**config.mk**
```make
export PLATFORM = sky130hd
export DESIGN_NAME = rr_hold_arbiter
export DESIGN_NICKNAME = d
export VERILOG_FILES = /design/src/rtl/arb_pkg.sv /design/src/rtl/rr_priority_chain.sv /design/src/rtl/rr_hold_arbiter.sv
export SDC_FILE = /design/constraint.sdc
export NUM_CORES = 1
export LEC_CHECK = 0
export CORE_MARGIN = 2
export CORE_UTILIZATION = 50
export CTS_CLUSTER_DIAMETER = 100
export DETAILED_ROUTE_END_ITERATION = 16
export GPL_ROUTABILITY_DRIVEN = 0
export MAX_ROUTING_LAYER = met4
export PLACE_DENSITY = 0.76
export SKIP_LAST_GASP = 1
export SLEW_MARGIN = 20
export SYNTH_ARGS = -nofsm -noshare
export SYNTH_HDL_FRONTEND = slang
export SYNTH_HIERARCHICAL = 1
export SYNTH_SLANG_ARGS = --single-unit
```
**constraint.sdc**
```tcl
create_clock -name clk -period 2.5 [get_ports clk]
set_clock_uncertainty 0.15 [all_clocks]
set_input_delay 0.75 -clock clk [delete_from_list [all_inputs] [get_ports clk]]
set_output_delay 0.75 -clock clk [all_outputs]
set_load 0.01 [all_outputs]
```
**src/rtl/arb_pkg.sv**
```systemverilog
// Shared types, defaults and helpers for the round-robin hold arbiter.
package arb_pkg;

  localparam int unsigned ARB_N        = 4;
  localparam int unsigned ARB_MAX_HOLD = 8;
  // Widest requester vector the index helper understands.
  localparam int unsigned ARB_MAX_N    = 16;

  typedef enum logic {
    StIdle,
    StOwned
  } arb_state_e;

  // One-hot (bit 0 first) to binary index; all-zero input yields 0.
  function automatic logic [3:0] onehot_to_idx(input logic [0:ARB_MAX_N-1] oh);
    logic [3:0] idx;
    idx = '0;
    for (int i = 0; i < ARB_MAX_N; i++) begin
      if (oh[i]) idx = idx | 4'(i);
    end
    return idx;
  endfunction

endpackage

```
**src/rtl/rr_priority_chain.sv**
```systemverilog
// Rotating-priority daisy chain: first unmasked request at or after ptr_i wins.
module rr_priority_chain
  import arb_pkg::*;
#(
  parameter int unsigned N   = ARB_N,
  parameter int unsigned IDW = $clog2(N)
) (
  input  logic [0:N-1]   req_i,
  input  logic [0:N-1]   mask_i,
  input  logic [IDW-1:0] ptr_i,
  output logic [0:N-1]   win_o,
  output logic           any_o
);

  localparam int NI = int'(N);

  logic [0:N-1]   req_m;
  logic [0:2*N-1] dbl;
  logic [0:2*N-1] win_dbl;
  logic           carry;

  // Walk the doubled vector from ptr for N positions, then fold back onto N bits.
  always_comb begin
    req_m   = req_i & ~mask_i;
    dbl     = {req_m, req_m};
    win_dbl = '0;
    carry   = 1'b0;
    for (int k = 0; k < 2 * NI; k++) begin
      if (k >= int'(ptr_i) && k < int'(ptr_i) + NI && !carry && dbl[k]) begin
        win_dbl[k] = 1'b1;
        carry      = 1'b1;
      end
    end
    win_o = win_dbl[0:N-1] | win_dbl[N:2*N-1];
    any_o = |req_m;
  end

endmodule

```
**src/rtl/rr_hold_arbiter.sv**
```systemverilog
// Registered round-robin arbiter with grant hold and a contention hold limit.
module rr_hold_arbiter
  import arb_pkg::*;
#(
  parameter int unsigned N        = ARB_N,
  parameter int unsigned MAX_HOLD = ARB_MAX_HOLD,
  parameter int unsigned IDW      = $clog2(N)
) (
  input  logic           clk,
  input  logic           reset,
  input  logic [0:N-1]   req_i,
  output logic [0:N-1]   gnt_o,
  output logic           gnt_valid_o,
  output logic [IDW-1:0] gnt_id_o,
  output logic           preempt_o
);

  localparam int unsigned    HCW      = (MAX_HOLD > 1) ? $clog2(MAX_HOLD) : 1;
  localparam bit             LimitEn  = (MAX_HOLD != 0);
  localparam logic [HCW-1:0] HoldLast = LimitEn ? HCW'(MAX_HOLD - 1) : '0;
  localparam logic [IDW-1:0] LastIdx  = IDW'(N - 1);

  arb_state_e           state_q, state_d;
  logic [0:N-1]         gnt_q, gnt_d;
  logic [IDW-1:0]       gnt_id_q, gnt_id_d;
  logic [IDW-1:0]       ptr_q, ptr_d;
  logic [HCW-1:0]       hold_q, hold_d;
  logic                 preempt_q, preempt_d;

  logic [IDW-1:0]       owner_inc;
  logic                 owner_req;
  logic [IDW-1:0]       chain_ptr;
  logic [0:N-1]         chain_mask;
  logic [0:N-1]         win;
  logic                 any_win;
  logic [0:ARB_MAX_N-1] win_pad;
  logic [IDW-1:0]       win_idx;

  // While owned, search starts after the owner with the owner masked out, so
  // the same chain result serves release, timeout and the "others waiting" test.
  assign owner_inc  = (gnt_id_q == LastIdx) ? '0 : gnt_id_q + 1'b1;
  assign owner_req  = |(req_i & gnt_q);
  assign chain_ptr  = (state_q == StOwned) ? owner_inc : ptr_q;
  assign chain_mask = (state_q == StOwned) ? gnt_q : '0;

  rr_priority_chain #(
    .N   (N),
    .IDW (IDW)
  ) u_chain (
    .req_i  (req_i),
    .mask_i (chain_mask),
    .ptr_i  (chain_ptr),
    .win_o  (win),
    .any_o  (any_win)
  );

  // Binary index of the chain winner.
  always_comb begin
    win_pad        = '0;
    win_pad[0:N-1] = win;
    win_idx        = IDW'(onehot_to_idx(win_pad));
  end

  // Next-state: grant from idle, release, timeout, sole-owner saturation, hold.
  always_comb begin
    state_d   = state_q;
    gnt_d     = gnt_q;
    gnt_id_d  = gnt_id_q;
    ptr_d     = ptr_q;
    hold_d    = hold_q;
    preempt_d = 1'b0;
    unique case (state_q)
      StIdle: begin
        if (any_win) begin
          gnt_d    = win;
          gnt_id_d = win_idx;
          hold_d   = '0;
          state_d  = StOwned;
        end
      end
      StOwned: begin
        if (!owner_req) begin
          ptr_d  = owner_inc;
          hold_d = '0;
          if (any_win) begin
            gnt_d    = win;
            gnt_id_d = win_idx;
          end else begin
            gnt_d    = '0;
            gnt_id_d = '0;
            state_d  = StIdle;
          end
        end else if (!any_win) begin
          // Uncontended owner: counter saturates so a newcomer preempts promptly.
          if (LimitEn && hold_q != HoldLast) hold_d = hold_q + 1'b1;
        end else if (LimitEn && hold_q == HoldLast) begin
          ptr_d     = owner_inc;
          gnt_d     = win;
          gnt_id_d  = win_idx;
          hold_d    = '0;
          preempt_d = 1'b1;
        end else if (LimitEn) begin
          hold_d = hold_q + 1'b1;
        end
      end
      default: state_d = StIdle;
    endcase
  end

  // State and output registers with synchronous reset.
  always_ff @(posedge clk) begin
    if (reset) begin
      state_q   <= StIdle;
      gnt_q     <= '0;
      gnt_id_q  <= '0;
      ptr_q     <= '0;
      hold_q    <= '0;
      preempt_q <= 1'b0;
    end else begin
      state_q   <= state_d;
      gnt_q     <= gnt_d;
      gnt_id_q  <= gnt_id_d;
      ptr_q     <= ptr_d;
      hold_q    <= hold_d;
      preempt_q <= preempt_d;
    end
  end

  assign gnt_o       = gnt_q;
  assign gnt_valid_o = |gnt_q;
  assign gnt_id_o    = gnt_id_q;
  assign preempt_o   = preempt_q;

endmodule

```
==> reports/metrics.cfg <==
[drt]
vias=854
wl_per_cell_um=13.3
drc_errors=0
viasPerCell=5.73
drt_iter0_drc=13
dr.pass1.iters=4
drt-total-wl_mm=1.99
antenna_left=0

[clocking]
cts_tree=done
cts_made_buffers=3
cts_max_level=1
cts-root-buf=clkbuf_4
clkLatencyLatePin_ns=0.27
clk_path_buf_depth=2
cts_setup_buffers=0
hold_buffers=0
cts_num_sinks=13
clkTransAtPathRegs_ns=0.07

[timing]
tightest_slew_ns=0.436
grt_setup_unrepaired=no
setup_viol=0
maxSlewHeadroom_pct=70.9
hold_ws_ns=0.333
fmax_ghz=0.410
finalHoldViolations=0
maxSlewViolCount=0
period_share_pct=97.6
layout_min_cycle_time_ns=2.44

[grt]
gr-usage-all-layers_pct=23.7
grt_max_degree=13
grt_pass1_wl_mm=3.33
grt_pass1_vias=821
grt-ovfl-total=0
antenna_found_initial=0

[critical_path]
critical-path-top-delay-family=simple AND/OR/NAND/NOR gates
slowest_stage=or4_2
cpPeakStageDelay_ns=0.61
critPathMaxFanout=5
path_cells=or4_2 > dlygate4sd2_1
cp_num_buf_inv=1
r2r_cells=6
critPathKind=register to output pin
crit_path_start_kind=register
cp.arrival_ns=1.54
worstSetupEndpointType=output pin
path_depth=2
worstPathRequired_ns=1.60

[finish]
final_nets=143
n_antenna_cell=0
drive_above_1_share_pct=21.8
area_delta_synth_final_pct=38.1

[synth]
synth_enable_flop_cells=0
yosysMostFrequentCell=dfxtp_1
synth_cell_types=34
synth_area_leader_cell=dfxtp_1
netlist_top_cells_area=dfxtp_1 (32%), a21oi_1 (6.2%), nand2b_1 (5.4%)
synth_cells=101
mappedNetlistArea_um2=807
synth.avg_cell_area_um2=7.99
synth_commonest_cells=dfxtp_1 (13), a21oi_1 (10)
seq_area_frac_synth_pct=32.2
synth_ff_type=dfxtp_1
syn_nets=110
ys_warn_count=6
ys_seq_elements=13
postSynth.asyncResetShare_pct=0
synthDominantCellAreaShare_pct=32.2

[floorplan]
rows=14
initial_core_util_pct=53.6
core-area_mm2=0.00151
ios=14
die-height_um=44.2
die_w_um=44.2
die_area_mm2=0.00195

[power]
finalPower_uw=597
vdd_drop_max_v=0.000395
p_per_area_mw_per_mm2=536
p_leak_nw=0.444

[min_path]
min_path_cells=2
hold_class=register to register

[placement]
io_buffers=13
hpwl_mm=1.54

[run]
cap_violations=0

[run_status]
outcome=finished, final reports clean

## kinds of logic (layout without fill, tap and decap cells)
group,Yosys count,count (layout),share of synthesized area (%)
flip-flops,13,13,32.2
adder cells (fa/ha/maj),3,3,4.65
AND/OR/NAND/NOR,45,45,32.7
multiplexers,1,1,1.40
buffers and inverters,7,39,3.41
AO/OA/AOI/OAI,32,32,25.6
## layer usage
| layer | vias up | GRT usage (%) | share of wire (%) |
|---|---|---|---|
| met2 | 14 | 40.0 | 51 |
| met4 | 0 | 9.70 | 0.50 |
| met1 | 400 | 28.0 | 46 |
| li1 | 438 | - | - |
| met5 | - | - | 0 |
| met3 | 2 | 3.67 | 2.9 |
## placed cells by master (no fill, tap or decap), types with 2 or more instances in the layout
cell type and n:
a221oi_1 2, clkdlybuf4s50_1 12, o211ai_1 2, nand2b_1 7
ha_1 3, dfxtp_1 13, nand2_1 7, inv_1 3
nor2b_1 2, nor2_1 7, a211oi_1 2, nor3_1 3
a22oi_2 2, a31oi_1 2, a21oi_1 10, nand4b_1 2
buf_4 19, nand3b_1 5, clkbuf_4 3, and2_1 3
o21ai_0 7
## where the power goes
part	leakage [nW]	internal (mW)	switching [mW]	total [mW]
logic	0.323	0.117	0.111	0.229
registers	0.106	0.226	0.0168	0.243
clock network	0.0150	0.0618	0.0637	0.126
## worst register-to-register path: stages (launching register included)
cell	delay (ns)
dfxtp_1	0.43
buf_4	0.23
mux2_2	0.41
nand3b_1	0.17
a31oi_1	0.26
o21ai_0	0.16
a221oi_1	0.25
## state kept, by name, summed over array words and instances, names as in the netlist
register,count
gnt_id_o,2
gnt_o,4
hold_q,3
preempt_o,1
ptr_q,2
state_q,1
## path summary, 6_finish.rpt
| kind | endpoint | slack (ns) | from |
|---|---|---|---|
| min reg2reg | ptr_q[1] | 0.33 | ptr_q[1] |
| max reg2reg | gnt_id_o[1] | 0.35 | state_q |
| min | ptr_q[1] | 0.33 | ptr_q[1] |
| max | gnt_valid_o | 0.06 | gnt_o[2] |
## stage by stage
stage	TNS, ns	std cells	setup WS (ns)	area [µm²]	utilization (%)
after floorplan	0	101	0.274	807	-
after global placement	-0.292	145	-0.119	1080	71.9
after detailed placement	-0.446	145	-0.165	1080	71.9
after CTS	0	149	0.0590	1110	73.6
after global routing	0	149	0.0102	1110	74.0
final	0	149	0.0605	1110	74.0
## area by class of cell
class	count	area [µm²]
tap	16	20.0
timing repair buffer	32	272
multi-input combinational	81	526
clock buffer	4	26.3
fill	116	392
inverter	3	11.3
sequential	13	260
## repair_timing
item / 4_1_cts / 5_1_grt
endpoints found under the setup margin: 1 / 2
resized for setup: 1 / 1
cloned: 0 / 0
pin swaps: 0 / 1
No activity file was read; power rests on OpenSTA's default activity.
